**src/rtl/kbd_pkg.sv**
```systemverilog
// Shared constants, FSM encoding and character mapping for the typematic FIFO.
package kbd_pkg;

  localparam int DEFAULT_DEPTH         = 16;
  localparam int DEFAULT_DELAY_CYCLES  = 25000000;
  localparam int DEFAULT_REPEAT_CYCLES = 5000000;

  typedef enum logic [1:0] {
    ST_IDLE   = 2'd0,
    ST_DELAY  = 2'd1,
    ST_REPEAT = 2'd2
  } state_t;

  // Counter width able to hold max(a, b) - 1; never narrower than 1 bit.
  function automatic int cnt_width(input int a, input int b);
    int m;
    m = (a > b) ? a : b;
    return (m > 1) ? $clog2(m) : 1;
  endfunction

  // Ctrl folds 0x40..0x7F onto control codes 0x00..0x1F.
  function automatic logic [7:0] map_char(input logic [7:0] ascii, input logic ctrl);
    return (ctrl && ascii[7:6] == 2'b01) ? (ascii & 8'h1F) : ascii;
  endfunction

endpackage

```
**src/rtl/kbd_typematic_fifo_if.sv**
```systemverilog
// Key-side inputs and consumer-side FIFO signals of the typematic FIFO.
interface kbd_typematic_fifo_if #(
  parameter int DEPTH = 16
);
  logic [7:0]             cur_key;
  logic [7:0]             ascii_key;
  logic                   ctrl;
  logic                   rd_en;
  logic                   clr_ovf;
  logic [7:0]             rd_data;
  logic                   empty;
  logic                   full;
  logic [$clog2(DEPTH):0] count;
  logic                   overflow;

  modport master (
    output cur_key, ascii_key, ctrl, rd_en, clr_ovf,
    input  rd_data, empty, full, count, overflow
  );

  modport slave (
    input  cur_key, ascii_key, ctrl, rd_en, clr_ovf,
    output rd_data, empty, full, count, overflow
  );
endinterface

```
**src/rtl/kbd_fifo.sv**
```systemverilog
// Synchronous first-word-fall-through byte FIFO with sticky overflow flag.
module kbd_fifo #(
  parameter int DEPTH = 16
) (
  input  logic                   clk,
  input  logic                   clrn,
  input  logic                   push,
  input  logic [7:0]             wdata,
  input  logic                   pop,
  input  logic                   clr_ovf,
  output logic [7:0]             rdata,
  output logic                   empty,
  output logic                   full,
  output logic [$clog2(DEPTH):0] count,
  output logic                   overflow
);
  localparam int AW = $clog2(DEPTH);
  localparam logic [AW:0] FULL_CNT = (AW+1)'(DEPTH);

  logic [DEPTH-1:0][7:0] mem;
  logic [AW-1:0]         wr_ptr, rd_ptr;
  logic                  do_push, do_pop, ovf_evt;

  assign empty   = (count == '0);
  assign full    = (count == FULL_CNT);
  // Pop on empty is ignored; a full FIFO still accepts when a pop frees a slot.
  assign do_pop  = pop && !empty;
  assign do_push = push && (!full || do_pop);
  assign ovf_evt = push && full && !do_pop;
  assign rdata   = empty ? 8'h00 : mem[rd_ptr];

  // Storage needs no reset: the head is masked while empty.
  always_ff @(posedge clk) begin
    if (do_push) mem[wr_ptr] <= wdata;
  end

  // Pointers wrap naturally at power-of-two depth; count tracks occupancy.
  always_ff @(posedge clk or negedge clrn) begin
    if (!clrn) begin
      wr_ptr <= '0;
      rd_ptr <= '0;
      count  <= '0;
    end else begin
      if (do_push) wr_ptr <= wr_ptr + 1'b1;
      if (do_pop)  rd_ptr <= rd_ptr + 1'b1;
      case ({do_push, do_pop})
        2'b10:   count <= count + 1'b1;
        2'b01:   count <= count - 1'b1;
        default: count <= count;
      endcase
    end
  end

  // Sticky drop flag; a drop in the same cycle as a clear keeps it set.
  always_ff @(posedge clk or negedge clrn) begin
    if (!clrn)        overflow <= 1'b0;
    else if (ovf_evt) overflow <= 1'b1;
    else if (clr_ovf) overflow <= 1'b0;
  end

endmodule

```
**src/rtl/kbd_typematic_fifo.sv**
```systemverilog
// Keyboard typematic engine: press detect, delay/repeat timing, char mapping, FIFO.
module kbd_typematic_fifo
  import kbd_pkg::*;
#(
  parameter int DELAY_CYCLES  = DEFAULT_DELAY_CYCLES,
  parameter int REPEAT_CYCLES = DEFAULT_REPEAT_CYCLES,
  parameter int DEPTH         = DEFAULT_DEPTH
) (
  input logic                 clk,
  input logic                 clrn,
  kbd_typematic_fifo_if.slave bus
);
  localparam int CW = cnt_width(DELAY_CYCLES, REPEAT_CYCLES);
  localparam logic [CW-1:0] DLY_LAST = CW'(DELAY_CYCLES - 1);
  localparam logic [CW-1:0] RPT_LAST = CW'(REPEAT_CYCLES - 1);

  logic [7:0]    key_r, prev_key, ascii_r;
  logic          ctrl_r;
  logic          press, fire, push;
  logic [7:0]    chr;
  state_t        state, state_nxt;
  logic [CW-1:0] cnt, cnt_nxt;

  // Sample decoder outputs once; prev_key remembers the prior sample for edge detect.
  always_ff @(posedge clk or negedge clrn) begin
    if (!clrn) begin
      key_r    <= 8'h00;
      prev_key <= 8'h00;
      ascii_r  <= 8'h00;
      ctrl_r   <= 1'b0;
    end else begin
      key_r    <= bus.cur_key;
      prev_key <= key_r;
      ascii_r  <= bus.ascii_key;
      ctrl_r   <= bus.ctrl;
    end
  end

  assign press = (key_r != 8'h00) && (key_r != prev_key);
  assign chr   = map_char(ascii_r, ctrl_r);
  // Timing still runs for non-printable keys; only the push is suppressed.
  assign push  = fire && (chr != 8'h00);

  // State and timer registers.
  always_ff @(posedge clk or negedge clrn) begin
    if (!clrn) begin
      state <= ST_IDLE;
      cnt   <= '0;
    end else begin
      state <= state_nxt;
      cnt   <= cnt_nxt;
    end
  end

  // Next state: release beats new press beats timer expiry.
  always_comb begin
    state_nxt = state;
    cnt_nxt   = cnt;
    fire      = 1'b0;
    case (state)
      ST_IDLE: begin
        if (press) begin
          fire      = 1'b1;
          cnt_nxt   = '0;
          state_nxt = ST_DELAY;
        end
      end
      ST_DELAY, ST_REPEAT: begin
        if (key_r == 8'h00) begin
          cnt_nxt   = '0;
          state_nxt = ST_IDLE;
        end else if (press) begin
          fire      = 1'b1;
          cnt_nxt   = '0;
          state_nxt = ST_DELAY;
        end else if (state == ST_DELAY && cnt == DLY_LAST) begin
          fire      = 1'b1;
          cnt_nxt   = '0;
          state_nxt = ST_REPEAT;
        end else if (state == ST_REPEAT && cnt == RPT_LAST) begin
          fire      = 1'b1;
          cnt_nxt   = '0;
        end else begin
          cnt_nxt   = cnt + 1'b1;
        end
      end
      default: begin
        cnt_nxt   = '0;
        state_nxt = ST_IDLE;
      end
    endcase
  end

  kbd_fifo #(.DEPTH(DEPTH)) u_fifo (
    .clk      (clk),
    .clrn     (clrn),
    .push     (push),
    .wdata    (chr),
    .pop      (bus.rd_en),
    .clr_ovf  (bus.clr_ovf),
    .rdata    (bus.rd_data),
    .empty    (bus.empty),
    .full     (bus.full),
    .count    (bus.count),
    .overflow (bus.overflow)
  );

endmodule

```
**src/flat_wrapper.sv**
```systemverilog
// flat-port wrapper written by rule: the top's interface ports become plain ports
module kbd_typematic_fifo_flat import kbd_pkg::*;
#(
  parameter int DELAY_CYCLES  = DEFAULT_DELAY_CYCLES,
  parameter int REPEAT_CYCLES = DEFAULT_REPEAT_CYCLES,
  parameter int DEPTH         = DEFAULT_DEPTH
)
  (clk, clrn, bus_cur_key, bus_ascii_key, bus_ctrl, bus_rd_en, bus_clr_ovf, bus_rd_data, bus_empty, bus_full, bus_count, bus_overflow);
  kbd_typematic_fifo_if #(.DEPTH(DEPTH)) bus_i ();
  input logic clk;
  input logic clrn;
  input wire logic [$bits(bus_i.cur_key)-1:0] bus_cur_key;
  input wire logic [$bits(bus_i.ascii_key)-1:0] bus_ascii_key;
  input wire logic [$bits(bus_i.ctrl)-1:0] bus_ctrl;
  input wire logic [$bits(bus_i.rd_en)-1:0] bus_rd_en;
  input wire logic [$bits(bus_i.clr_ovf)-1:0] bus_clr_ovf;
  output wire logic [$bits(bus_i.rd_data)-1:0] bus_rd_data;
  output wire logic [$bits(bus_i.empty)-1:0] bus_empty;
  output wire logic [$bits(bus_i.full)-1:0] bus_full;
  output wire logic [$bits(bus_i.count)-1:0] bus_count;
  output wire logic [$bits(bus_i.overflow)-1:0] bus_overflow;
  assign bus_i.cur_key = bus_cur_key;
  assign bus_i.ascii_key = bus_ascii_key;
  assign bus_i.ctrl = bus_ctrl;
  assign bus_i.rd_en = bus_rd_en;
  assign bus_i.clr_ovf = bus_clr_ovf;
  assign bus_rd_data = bus_i.rd_data;
  assign bus_empty = bus_i.empty;
  assign bus_full = bus_i.full;
  assign bus_count = bus_i.count;
  assign bus_overflow = bus_i.overflow;
  kbd_typematic_fifo #(.DELAY_CYCLES(DELAY_CYCLES), .REPEAT_CYCLES(REPEAT_CYCLES), .DEPTH(DEPTH)) u_core (.clk(clk), .clrn(clrn), .bus(bus_i));
endmodule
```
**config.mk**
```make
export PLATFORM = sky130hd
export DESIGN_NAME = kbd_typematic_fifo_flat
export DESIGN_NICKNAME = d
export VERILOG_FILES = /design/src/rtl/kbd_pkg.sv /design/src/rtl/kbd_typematic_fifo_if.sv /design/src/rtl/kbd_fifo.sv /design/src/rtl/kbd_typematic_fifo.sv /design/src/flat_wrapper.sv
export SDC_FILE = /design/constraint.sdc
export NUM_CORES = 1
export LEC_CHECK = 0
export CORE_MARGIN = 1
export CORE_UTILIZATION = 54
export CTS_CLUSTER_DIAMETER = 150
export DETAILED_ROUTE_END_ITERATION = 12
export GPL_ROUTABILITY_DRIVEN = 0
export PLACE_DENSITY_LB_ADDON = 0.3
export SYNTH_ARGS = -nofsm -noshare
export SYNTH_HDL_FRONTEND = slang
export SYNTH_SLANG_ARGS = --single-unit
export TNS_END_PERCENT = 20
```
**constraint.sdc**
```tcl
create_clock -name clk -period 5.2 [get_ports clk]
set_input_delay 1.04 -clock clk [delete_from_list [all_inputs] [get_ports clk]]
set_output_delay 1.04 -clock clk [all_outputs]
set_load 0.02 [all_outputs]
```
==> results of run 1 <==
[synthesized netlist by cell type (2+ instances only)]
cell	count
ha_1	13
buf_2	11
nand4_1	12
mux4_2	40
and2_1	7
or4_1	5
nor2b_1	14
xnor2_1	13
or2_2	2
o21bai_1	2
edfxtp_1	128
nand3b_1	3
nor3b_1	2
clkbuf_1	12
a21o_1	5
and4_1	2
nor3_1	6
a21oi_1	9
o21ai_0	12
a211o_1	3
and3_1	19
dfrtp_1	66
o311ai_0	7
xor2_1	6
nand3_1	20
a22o_1	2
inv_1	12
nor4_1	5
o211ai_1	2
or3_1	6
nor2_1	16
mux2_2	2
nand2_1	29
nor4b_1	2
[cells in the final DEF, fill, tap and decap left out, types with 14 or more instances in the layout]
master,instances
clkbuf_16,17
and3_1,19
nor2b_1,14
nor2_1,16
edfxtp_1,128
dfrtp_1,65
clkdlybuf4s50_1,35
mux4_2,40
nand2_1,29
nand3_1,20
[cell families (layout without fill, tap and decap cells)]
kind of cell / after synthesis / after routing / synth area share [%]
AOI/OAI and AO/OA: 56 / 56 / 4.85
xor gates and xnor gates: 20 / 20 / 2.22
adders and majority gates: 13 / 13 / 1.98
buffers and inverters: 37 / 84 / 1.90
DFF: 194 / 194 / 66.8
muxes: 42 / 42 / 11.2
and+or+nand+nor: 159 / 159 / 11.1
[state kept, by name, summed over array words and instances, names as in the netlist]
name / count
u_core.cnt: 25
u_core.u_fifo.rd_ptr: 4
u_core.state: 2
u_core.u_fifo.wr_ptr: 4
u_core.ctrl_r: 1
u_core.u_fifo.mem: 128
u_core.u_fifo.count: 5
u_core.key_r: 8
u_core.u_fifo.overflow: 1
u_core.ascii_r: 8
u_core.prev_key: 8
[critical path, stage by stage, from the launching register on]
cell	delay, ns
dfrtp_2	0.79
buf_4	0.42
mux4_2	0.54
mux4_2	0.48
nor2b_1	0.15
clkdlybuf4s50_1	0.59
[power groups by stage]
| stage | logic [µW] | clock network [µW] | registers, µW |
|---|---|---|---|
| floorplan | 1020 | 0 | 2050 |
| global placement | 1360 | 0 | 2150 |
| detailed placement | 1410 | 0 | 2160 |
| CTS | 1410 | 1200 | 2130 |
| global route | 1490 | 1270 | 2170 |
| finish | 1400 | 1190 | 2130 |
[cell type report]
type | instances | area, µm² | share of cell area [%]
multi-input cells | 290 | 2580 | 27.8
well taps | 184 | 230 | 2.48
clock inverters | 9 | 83.8 | 0.904
repair buffers | 41 | 393 | 4.24
clock buffers | 22 | 444 | 4.79
inverters | 12 | 45.0 | 0.486
flip-flops and latches | 194 | 5500 | 59.3
[worst paths after layout]
check | from | cells after the start | to | slack (ns)
worst max-delay path | u_core.u_fifo.rd_ptr[0]$_DFFE_PN0P_ | 5 | bus_rd_data[4] | 0.75
worst min-delay path | u_core.key_r[0]$_DFF_PN0_ | 0 | u_core.prev_key[0]$_DFF_PN0_ | 0.41
worst max register to register | u_core.u_fifo.count[1]$_DFFE_PN0P_ | 12 | u_core.u_fifo.count[4]$_DFFE_PN0P_ | 1.39
worst min register to register | u_core.key_r[0]$_DFF_PN0_ | 0 | u_core.prev_key[0]$_DFF_PN0_ | 0.41
max in group asynchronous | clrn | 2 | u_core.u_fifo.rd_ptr[0]$_DFFE_PN0P_ | 3.86
min in group asynchronous | clrn | 2 | u_core.u_fifo.rd_ptr[3]$_DFFE_PN0P_ | 0.76
[layer usage]
layer | wire, µm | GRT usage [%]
met3 | 1030 | 5.52
met4 | 303 | 7.75
met2 | 7800 | 34.5
met1 | 7100 | 32.1
met5 | 0 | 0
[stage by stage]
stage / area, µm² / setup slack, ns / power, µW / utilization, % / instances
after floorplan: 8230 / 1.72 / 3070 / - / 521
after global placement: 8740 / 1.19 / 3510 / 59.5 / 721
after detailed placement: 8740 / 1.13 / 3570 / 59.5 / 721
after CTS: 9270 / 0.659 / 4750 / 63.1 / 752
after global routing: 9270 / 0.559 / 4930 / 63.1 / 752
final: 9270 / 0.746 / 4720 / 63.1 / 752
==> results by stage, run 1 <==
Min path:
- The class of the tightest hold or removal check is reg -> reg.

GRT:
- The via count of the first global-routing pass is 4654.
- The all-layer global routing usage is 22.6%.
- The number of antenna violations at the first check in global routing is 0.
- The wire length of the first global-routing pass is 25.9 mm.
- Entering global routing, the biggest net connects 67 pins.
- The remaining global-route overflow is 0.

STA:
- The final worst clock skew is 0.00812 ns.
- At the pin with the least slew margin, the transition time is 1.05 ns.
- The count of endpoints failing setup in the final report is 0.
- The minimum clock period is 4.45 ns.
- The final critical path takes up 85.7% of the cycle.
- Setup repair after global routing left no endpoint under its margin.
- Static timing analysis puts the maximum clock frequency at 225 MHz.
- The count of pins over their slew limit came to 0.
- Setup total negative slack on the finished layout was measured at 0 ns.
- The number of hold violations in the final report is 0.
- Across all hold checks on the routed design, the worst slack comes to 0.413 ns.
- Headroom to the max-slew limit came out at 30.3%.

Finish:
- The share of post-route cells with drive strength above 1 is 15.1%.
- The growth of design area from synthesis to finish is 12.7%.
- The final layout contains 590 nets.
- The count of antenna diodes in the layout is 0.
- Counting the fill cells in the layout gives 1026.

Routing:
- In the final routed layout, each cell accounts on average for 21.6 µm.
- The average via count per standard cell is 6.27.
- The number of iterations in the first detailed-routing pass is 9.
- The total wire length after detailed routing is 16.2 mm.
- The total via count in the routed design is 4715.
- Once detail routing completed, the nets flagged for antenna violations numbered 0.
- After detailed routing, the number of remaining DRC violations is 4.
- The detailed router's first-iteration violation count is 565.

Synth:
- The proportion of synthesized flip-flops having asynchronous set or reset is 34.0%.
- The post-synth net total is 555.
- The most instantiated flip-flop cell in the synthesis netlist is edfxtp_1.
- In the synthesized netlist, the number of instances is 521.
- The netlist area before placement is 8230 µm².
- In this run, synthesis inferred 128 flip-flops with an integrated enable.
- The number of library cell types mapped by synthesis is 60.
- The synthesized flop and latch total is 194.
- The share of the synthesized area in the top cell type is 46.7%.
- The Yosys step of the flow raised 0 warnings.
- Sorting the synthesized cells by area gives the leading types as edfxtp_1 47%, dfrtp_1 20%, mux4_2 11%.
- edfxtp_1 takes more of the synthesized area than any other cell.
- A synthesized cell averages 15.8 µm².
- For this run, the register share of the synthesized area comes to 66.8%.

Power:
- For this design the ratio of total power to cell area is 509 nW/µm².
- The share of power burned in combinational logic is 29.6%.
- The maximum ir drop on the vdd rail is 0.265 mV.
- The proportion of power drawn by flip-flops and latches is 45.1%.
- The fraction of power spent switching nets is 30.0%.
- In this run the power spent charging and discharging nets is 1420 µW.
- The total leakage power is 0.00335 µW.
- The clock network is responsible for 25.3% of the overall power.
- The internal power of the cells totals 3300 µW.

Floorplan:
- In this run the horizontal extent of the chip is 125 µm.
- The initial core utilization is 56.0%.
- In this run the core area contains 44 standard-cell rows.
- The region available for standard cell placement spans 14700 µm².
- The area of the die is 15700 µm².
- The top-level port count is 37.
- The die boundary height is 125 µm.

Setup path:
- The data required time at the worst endpoint is 4.16 ns.
- The biggest fanout along the worst timing path is 21.
- The worst setup path is launched from a flop.
- The worst setup path is captured at a primary output.
- The arrival time of the worst setup path is 3.41 ns.
- The critical setup path kind is reg -> out.

Clocking:
- The clock tree synthesis step divided the H-tree into 4 levels.
- The TritonCTS clock tree is built.
- In this run, post-CTS repair resized a total of 0 instances.
- Clock latency on the worst-skew pair, taken at its later pin, is 0.43 ns.
- The maximum buffer depth of the clock tree is 2.
- The tree built by TritonCTS fans out to 194 sinks.
- For this design, the CTS-stage hold fixing added 0 buffers.
- The post-CTS setup buffer count is 0.
- The total CTS buffers is 17.
- The CTS root buffer is clkbuf_16.
- After clock tree synthesis, the clock-pin slew on the worst setup and hold paths is 0.06 ns.

Placed design:
- Detailed placement ended at an HPWL of 10.5 mm.
- During placement, the flow inserted port buffers numbering 36.

Flow run:
- Max-cap violations in this run came to 0.

Status:
- The run finished, with violations left.
- The checks that failed: design-rule violations.
Note: power is estimated with default switching activity, not from simulation.
==> run 2: changes to the inputs <==
==> constraint.sdc (replaced) <==
create_clock -name clk -period 5.2 [get_ports clk]
set_input_delay 1.04 -clock clk [delete_from_list [all_inputs] [get_ports clk]]
set_output_delay 1.04 -clock clk [all_outputs]
set_load 0.05 [all_outputs]
==> run 2 against run 1 <==
Against the previous run: the flow still finishes with violations (design-rule violations); largest cell class unchanged; highest routed layer unchanged; hold slack got worse by 0.0012 ns; sequential share of layout area decreased by 0.34 points; core utilization increased by 0.37 points; critical path type unchanged.
==> results by stage, run 2 (synthesis results as in run 1) <==
Status:
- The run finished, with violations left.
- The checks that failed: design-rule violations.

Setup path:
- The data required time at the worst endpoint came to 4.16 ns (about the same).
- In this design, the largest share of critical-path delay is due to buffers and inverters.
- The library cell appearing most often on the critical path is mux4_2.
- The worst setup path is launched from a flop.
- The setup path with the least slack is of type reg -> out.
- The arrival time of the worst setup path is 3.34 ns (-0.07 ns).
- For this design, the slowest cell found on the critical path is clkdlybuf4s50_1.
- The biggest fanout along the worst timing path is 35 (+67%).
- The category of the worst setup path capture point is a primary output.
- The worst-case register-to-register setup slack was 1.45 ns (+0.06 ns).
- The critical path buffer and inverter count is 2 (unchanged).
- The largest stage delay on the critical path is 0.76 ns (-0.03 ns).
- The signal on the critical path passes through buf_4, mux4_2, mux4_2, nor2b_1, clkdlybuf4s50_1.

Routing:
- The number of iterations in the first detailed-routing pass is 10 (+1).
- The average wire length per cell after detail routing is 22.0 µm (+1.9%).
- The total DRC errors in the routed layout is 5 (+1).
- The total wire length after detailed routing was 16.6 mm (+2.0%).
- The average via count per standard cell is 6.35 (+1.3%).
- The number of nets with antenna violations after detailed routing was 0 (unchanged).
- The total via count in the routed design was 4782 (+1.4%).
- The detailed router's first-iteration violation count is 500 (-12%).

Floorplan:
- The die boundary width was 125 µm (unchanged).
- The total number of placement rows is 44 (unchanged).
- The die boundary height is 125 µm (unchanged).
- The initial core utilization is 56.0% (unchanged).
- The top-level port count was 37 (unchanged).
- The placeable core area is 14700 µm² (unchanged).
- The area of the die is 15700 µm² (unchanged).

Finish:
- The combined flip-flop and latch cell area came to 5500 µm² (unchanged).
- The growth of design area from synthesis to finish is 13.3%.
- The area of all placed cells without fillers is 9320 µm² (+0.58%).
- The final-stage net count is 590 (unchanged).
- The share of post-route cells with drive strength above 1 came to 16.0% (+0.85 points).
- The largest register by flop count is u_core.u_fifo.mem.
- The flip-flop count of the largest register, all copies and words added is 128 (unchanged).
- The count of antenna diodes in the layout is 0 (unchanged).
- The combined area of the multi-input logic cells came to 2580 µm² (unchanged).
- In the layout the commonest cells are 128 x edfxtp_1, 65 x dfrtp_1, 40 x mux4_2, 35 x clkdlybuf4s50_1, 29 x nand2_1.
- In the final layout, the registers with the most flip-flops are u_core.u_fifo.mem x128, u_core.cnt x25.
- The count of fill cells added during filler insertion is 1020 (-0.58%).
- The most common library cell in the layout ignoring fill and taps is edfxtp_1.

STA:
- The worst slew slack as a fraction of its limit is 30.8% (+0.46 points).
- The final worst clock skew was 0.00996 ns (+0.00184 ns).
- The setup TNS is 0 ns (unchanged).
- Setup repair after global routing left no endpoint under its margin.
- The achievable clock frequency is 228 MHz (+1.6%).
- The count of endpoints failing setup in the final report is 0 (unchanged).
- The minimum clock period is 4.38 ns (-0.0702 ns).
- The fraction of the cycle the final worst path needs came to 84.3% (-1.4 points).
- The number of hold violations in the final report is 0 (unchanged).
- The count of pins over their slew limit is 0 (unchanged).
- The worst hold-check slack is 0.412 ns (-0.00117 ns).
- The slew of the pin with the lowest slew margin is 1.04 ns (-0.00688 ns).

Power:
- The portion of total power attributed to the clock network was 25.5% (+0.2 points).
- The fraction of power spent switching nets is 33.7% (+3.7 points).
- The net switching power figure is 1700 µW (+20%).
- The internal power contribution is 3350 µW (+1.7%).
- The share of power burned in combinational logic is 33.3% (+3.7 points).
- The proportion of power drawn by flip-flops and latches is 41.3% (-3.8 points).
- The total leakage power came to 0.00337 µW (+0.74%).
- The power per standard cell area is 543 nW/µm² (+6.7%).
- The total chip power is 5060 µW (+7.3%).
- The maximum ir drop on the vdd rail is 0.329 mV (+24%).

Clocking:
- The maximum buffer depth of the clock tree came to 2 (unchanged).
- The clock latency on the worst-skew pair is 0.44 ns (about the same).
- The number of H-tree levels was 4 (unchanged).
- The post-CTS setup buffer count is 0 (unchanged).
- The quantity of gates resized following cts is 0 (unchanged).
- The total CTS buffers is 17 (unchanged).
- The number of sinks driven by the clock tree is 194 (unchanged).
- The clock-pin slew on the worst setup and hold paths is 0.06 ns (about the same).
- The TritonCTS clock tree is built.
- The post-cts hold buffer count is 0 (unchanged).
- The CTS root buffer is clkbuf_16.

GRT:
- The number of antenna violations at the first check in global routing was 0 (unchanged).
- met2 is the most crowded layer.
- The met3 track demand over resource in global routing is 4.88% (-0.64 points).
- The all-layer global routing usage was 22.6% (about the same).
- The global-route track usage on met2 is 35.2% (+0.72 points).
- The via count of the first global-routing pass was 4750 (+2.1%).
- The largest net degree at the start of global routing was 67 (unchanged).
- The remaining global-route overflow came to 0 (unchanged).
- The wire length of the first global-routing pass is 26.2 mm (+1.3%).
- The met1 track demand over resource was 31.7% (-0.36 points).

Placed design:
- The cell area after placement is 8740 µm² (unchanged).
- The HPWL reported at the end of detailed placement came to 10.3 mm (-1.0%).
- The count of buffers inserted at the top-level ports is 36 (unchanged).

Flow run:
- The max-capacitance violation count is 0 (unchanged).

Min path:
- The class of the tightest hold or removal check is reg -> reg.
[run 2: power groups by stage]
stage,logic [µW],registers [µW],clock network [µW]
after floorplan,1200,2100,0
after global placement,1640,2100,0
after detailed placement,1690,2120,0
after CTS,1700,2090,1300
after global routing,1780,2110,1360
final,1680,2090,1290
[run 2: final cells by class]
cell class	instances	area share, %
clock inverters	15	1.68
multi-input cells	290	27.6
clock buffers	17	4.56
well taps	184	2.47
repair buffers	41	4.21
flip-flops and latches	194	59.0
inverters	12	0.483
[run 2: stage by stage]
stage | util [%] | setup WS [ns] | cells
6_report | 63.4 | 0.816 | 753
5_1_grt | 63.4 | 0.683 | 753
4_1_cts | 63.4 | 0.769 | 753
3_5_place_dp | 59.5 | 1.25 | 721
3_3_place_gp | 59.5 | 1.29 | 721
2_1_floorplan | - | 1.53 | 521
[run 2: path summary, 6_finish.rpt]
check,startpoint,cells past startpoint,endpoint
max,u_core.u_fifo.rd_ptr[0]$_DFFE_PN0P_,5,bus_rd_data[2]
min,u_core.key_r[3]$_DFF_PN0_,0,u_core.prev_key[3]$_DFF_PN0_
max reg2reg,u_core.cnt[7]$_DFFE_PN0P_,15,u_core.u_fifo.count[4]$_DFFE_PN0P_
min reg2reg,u_core.key_r[3]$_DFF_PN0_,0,u_core.prev_key[3]$_DFF_PN0_
max in group asynchronous,clrn,2,u_core.u_fifo.rd_ptr[0]$_DFFE_PN0P_
min in group asynchronous,clrn,2,u_core.u_fifo.count[4]$_DFFE_PN0P_
[run 2: layer usage]
metal  routed length [µm]  vias to the layer above
met1                 7050                     2456
li1                     -                     2100
met2                 8230                      198
met3                  965                       28
met5                    0                        -
met4                  322                        0
==> run 3: changes to the inputs <==
==> constraint.sdc (replaced) <==
create_clock -name clk -period 4.3 [get_ports clk]
set_input_delay 0.86 -clock clk [delete_from_list [all_inputs] [get_ports clk]]
set_output_delay 0.86 -clock clk [all_outputs]
set_load 0.05 [all_outputs]
==> run 3 against run 2 <==
Against the previous run: the run still ends with design-rule violations left; sequential share of layout area is 0.60 points lower; routed wire length is 3.1% lower; worst setup slack worse by 0.40 ns; power is 24% higher; cell area is 1.0% higher; sequential power is 21% higher; core utilization is 0.65 points higher; non-clock buffer count is 3 higher; largest cell class unchanged; global-route usage is 0.34 points lower; flip-flop and latch count stayed put; via count is 1.5% lower.
==> results by stage, run 3 (synthesis results as in run 1) <==
Clocking:
- The quantity of gates resized following cts is 0 (unchanged).
- In this run the clock root is driven by a clkbuf_16.
- The maximum buffer depth of the clock tree is 2 (unchanged).
- The clock latency on the worst-skew pair was 0.43 ns (about the same).
- The number of sinks driven by the clock tree was 194 (unchanged).
- The post-CTS setup buffer count is 0 (unchanged).
- TritonCTS built the clock tree.
- The clock-pin slew on the worst setup and hold paths is 0.07 ns (about the same).
- The number of H-tree levels is 4 (unchanged).
- The total CTS buffers is 17 (unchanged).
- The post-cts hold buffer count came to 0 (unchanged).

GRT:
- The wire length of the first global-routing pass came to 25.7 mm (-1.7%).
- The number of antenna violations at the first check in global routing is 0 (unchanged).
- The met1 track demand over resource is 32.5% (+0.81 points).
- The all-layer global routing usage is 22.2% (-0.34 points).
- The peak-usage layer in the global routing report is met2.
- The remaining global-route overflow is 0 (unchanged).
- The via count of the first global-routing pass is 4697 (-1.1%).
- The largest net degree at the start of global routing is 40 (-40%).
- The met3 track demand over resource in global routing was 4.79% (-0.086 points).
- The global-route track usage on met2 came to 33.0% (-2.2 points).

Finish:
- The count of fill cells added during filler insertion was 1007 (-1.3%).
- The final-stage net count is 593 (+0.51%).
- u_core.u_fifo.mem holds more flip-flops than any other register.
- The top cell types in the final layout, fill and taps aside, are 128 x edfxtp_1, 65 x dfrtp_1, 40 x mux4_2, 35 x clkdlybuf4s50_1, 29 x nand2_1.
- In the final layout, the registers with the most flip-flops are u_core.u_fifo.mem x128, u_core.cnt x25.
- The flip-flop count of the largest register, all copies and words added is 128 (unchanged).
- The growth of design area from synthesis to finish is 14.5%.
- The area of all placed cells without fillers is 9420 µm² (+1.0%).
- The share of post-route cells with drive strength above 1 came to 16.4% (+0.44 points).
- The count of antenna diodes in the layout came to 0 (unchanged).
- Leaving out fill and tap cells, the most frequent cell in the layout is edfxtp_1.

Status:
- The flow ran to the end, but the final reports show violations.
- The checks that failed: design-rule violations.

STA:
- The slew of the pin with the lowest slew margin is 0.967 ns (-0.0710 ns).
- The number of hold violations in the final report is 0 (unchanged).
- The worst hold-check slack is 0.416 ns (+0.00442 ns).
- The final worst clock skew was 0.00540 ns (-0.00455 ns).
- The minimum clock period is 3.88 ns.
- The achievable clock frequency is 257 MHz.
- The worst slew slack as a fraction of its limit is 35.2% (+4.4 points).
- The count of pins over their slew limit is 0 (unchanged).
- The count of endpoints failing setup in the final report came to 0 (unchanged).
- Setup repair after global routing left no endpoint under its margin.
- Of the available clock period, the critical path in the final layout requires 90.3%.
- The setup TNS is 0 ns (unchanged).

Setup path:
- The data required time at the worst endpoint is 3.44 ns (-0.72 ns).
- The arrival time of the worst setup path is 3.02 ns (-0.32 ns).
- STA classifies the critical path startpoint as a flop.
- The biggest fanout along the worst timing path is 35 (unchanged).
- The critical setup path kind is reg -> out.
- The category of the worst setup path capture point is a primary output.

Routing:
- The total DRC errors in the routed layout is 2 (-3).
- The number of nets with antenna violations after detailed routing is 0 (unchanged).
- The detailed router's first-iteration violation count is 502 (+0.40%).
- The average via count per standard cell is 6.23 (-1.9%).
- The number of iterations in the first detailed-routing pass is 12 (+2).
- The average wire length per cell after detail routing was 21.2 µm (-3.5%).
- The total via count in the routed design was 4709 (-1.5%).
- The total wire length after detailed routing was 16.0 mm (-3.1%).

Placed design:
- The cell area after placement came to 8780 µm² (+0.40%).
- The HPWL reported at the end of detailed placement is 10.2 mm (-1.6%).
- The count of buffers inserted at the top-level ports is 36 (unchanged).

Floorplan:
- The placeable core area came to 14700 µm² (unchanged).
- The top-level port count was 37 (unchanged).
- The initial core utilization is 56.0% (unchanged).
- The die boundary height is 125 µm (unchanged).
- The total number of placement rows is 44 (unchanged).
- The die boundary width is 125 µm (unchanged).
- The area of the die is 15700 µm² (unchanged).

Power:
- The power per standard cell area is 664 nW/µm² (+22%).
- The total leakage power was 0.00343 µW (+1.6%).
- The maximum ir drop on the vdd rail is 0.362 mV (+10%).

Min path:
- The min-delay analysis places its worst path in the category reg -> reg.

Flow run:
- The max-capacitance violation count is 0 (unchanged).
run 3: cell types whose count changed in the layout (fill, tap and decap cells not counted), sizes merged:
| cell | previous run | this run |
|---|---|---|
| clkinvlp | 5 | 3 |
| buf | 6 | 9 |
| clkbuf | 17 | 19 |
| inv | 16 | 13 |
| bufinv | 2 | 5 |
run 3: power breakdown:
| part | leakage, µW | switching, µW | internal, µW | total (µW) |
|---|---|---|---|---|
| Combinational | 0.00113 | 1140 | 896 | 2030 |
| Clock | 0.000304 | 665 | 1030 | 1700 |
| Sequential | 0.00199 | 202 | 2320 | 2520 |
run 3: final cells by class:
cell class | instances | area (µm²) | share of cell area, %
well taps | 184 | 230 | 2.44
repair buffers | 44 | 428 | 4.54
multi-input cells | 290 | 2580 | 27.4
clock inverters | 13 | 209 | 2.22
flip-flops and latches | 194 | 5500 | 58.4
inverters | 12 | 45.0 | 0.478
clock buffers | 19 | 433 | 4.60
run 3: worst max-delay path, cell delays in order (launching register included):
cell and delay [ns]:
dfrtp_2 0.37, buf_12 0.27, mux4_2 0.54, mux4_2 0.52, nor2b_1 0.16, clkdlybuf4s50_1 0.70
run 3: worst paths after layout:
path	cells past startpoint	start	endpoint	slack, ns
setup / recovery	5	u_core.u_fifo.rd_ptr[0]$_DFFE_PN0P_	bus_rd_data[2]	0.42
hold / removal	0	u_core.key_r[0]$_DFF_PN0_	u_core.prev_key[0]$_DFF_PN0_	0.42
setup reg to reg	14	u_core.cnt[17]$_DFFE_PN0P_	u_core.u_fifo.count[4]$_DFFE_PN0P_	0.83
hold reg to reg	0	u_core.key_r[0]$_DFF_PN0_	u_core.prev_key[0]$_DFF_PN0_	0.42
max in group asynchronous	2	clrn	u_core.u_fifo.wr_ptr[3]$_DFFE_PN0P_	2.92
min in group asynchronous	1	clrn	u_core.u_fifo.rd_ptr[2]$_DFFE_PN0P_	0.44
run 3: metal layers:
metal / share of wire [%] / vias to the layer above
met5: 0 / -
met4: 1.7 / 0
met3: 5.5 / 25
met2: 47 / 183
met1: 45 / 2401
li1: - / 2100
run 3: stage by stage:
step                utilization (%)  power [µW]  cells  setup slack [ns]
floorplan                         -        3980    521             0.629
global placement               59.7        4550    724             0.888
detailed placement             59.7        4600    724             0.870
CTS                            64.1        6300    756             0.388
global route                   64.1        6510    756             0.322
finish                         64.1        6250    756             0.416
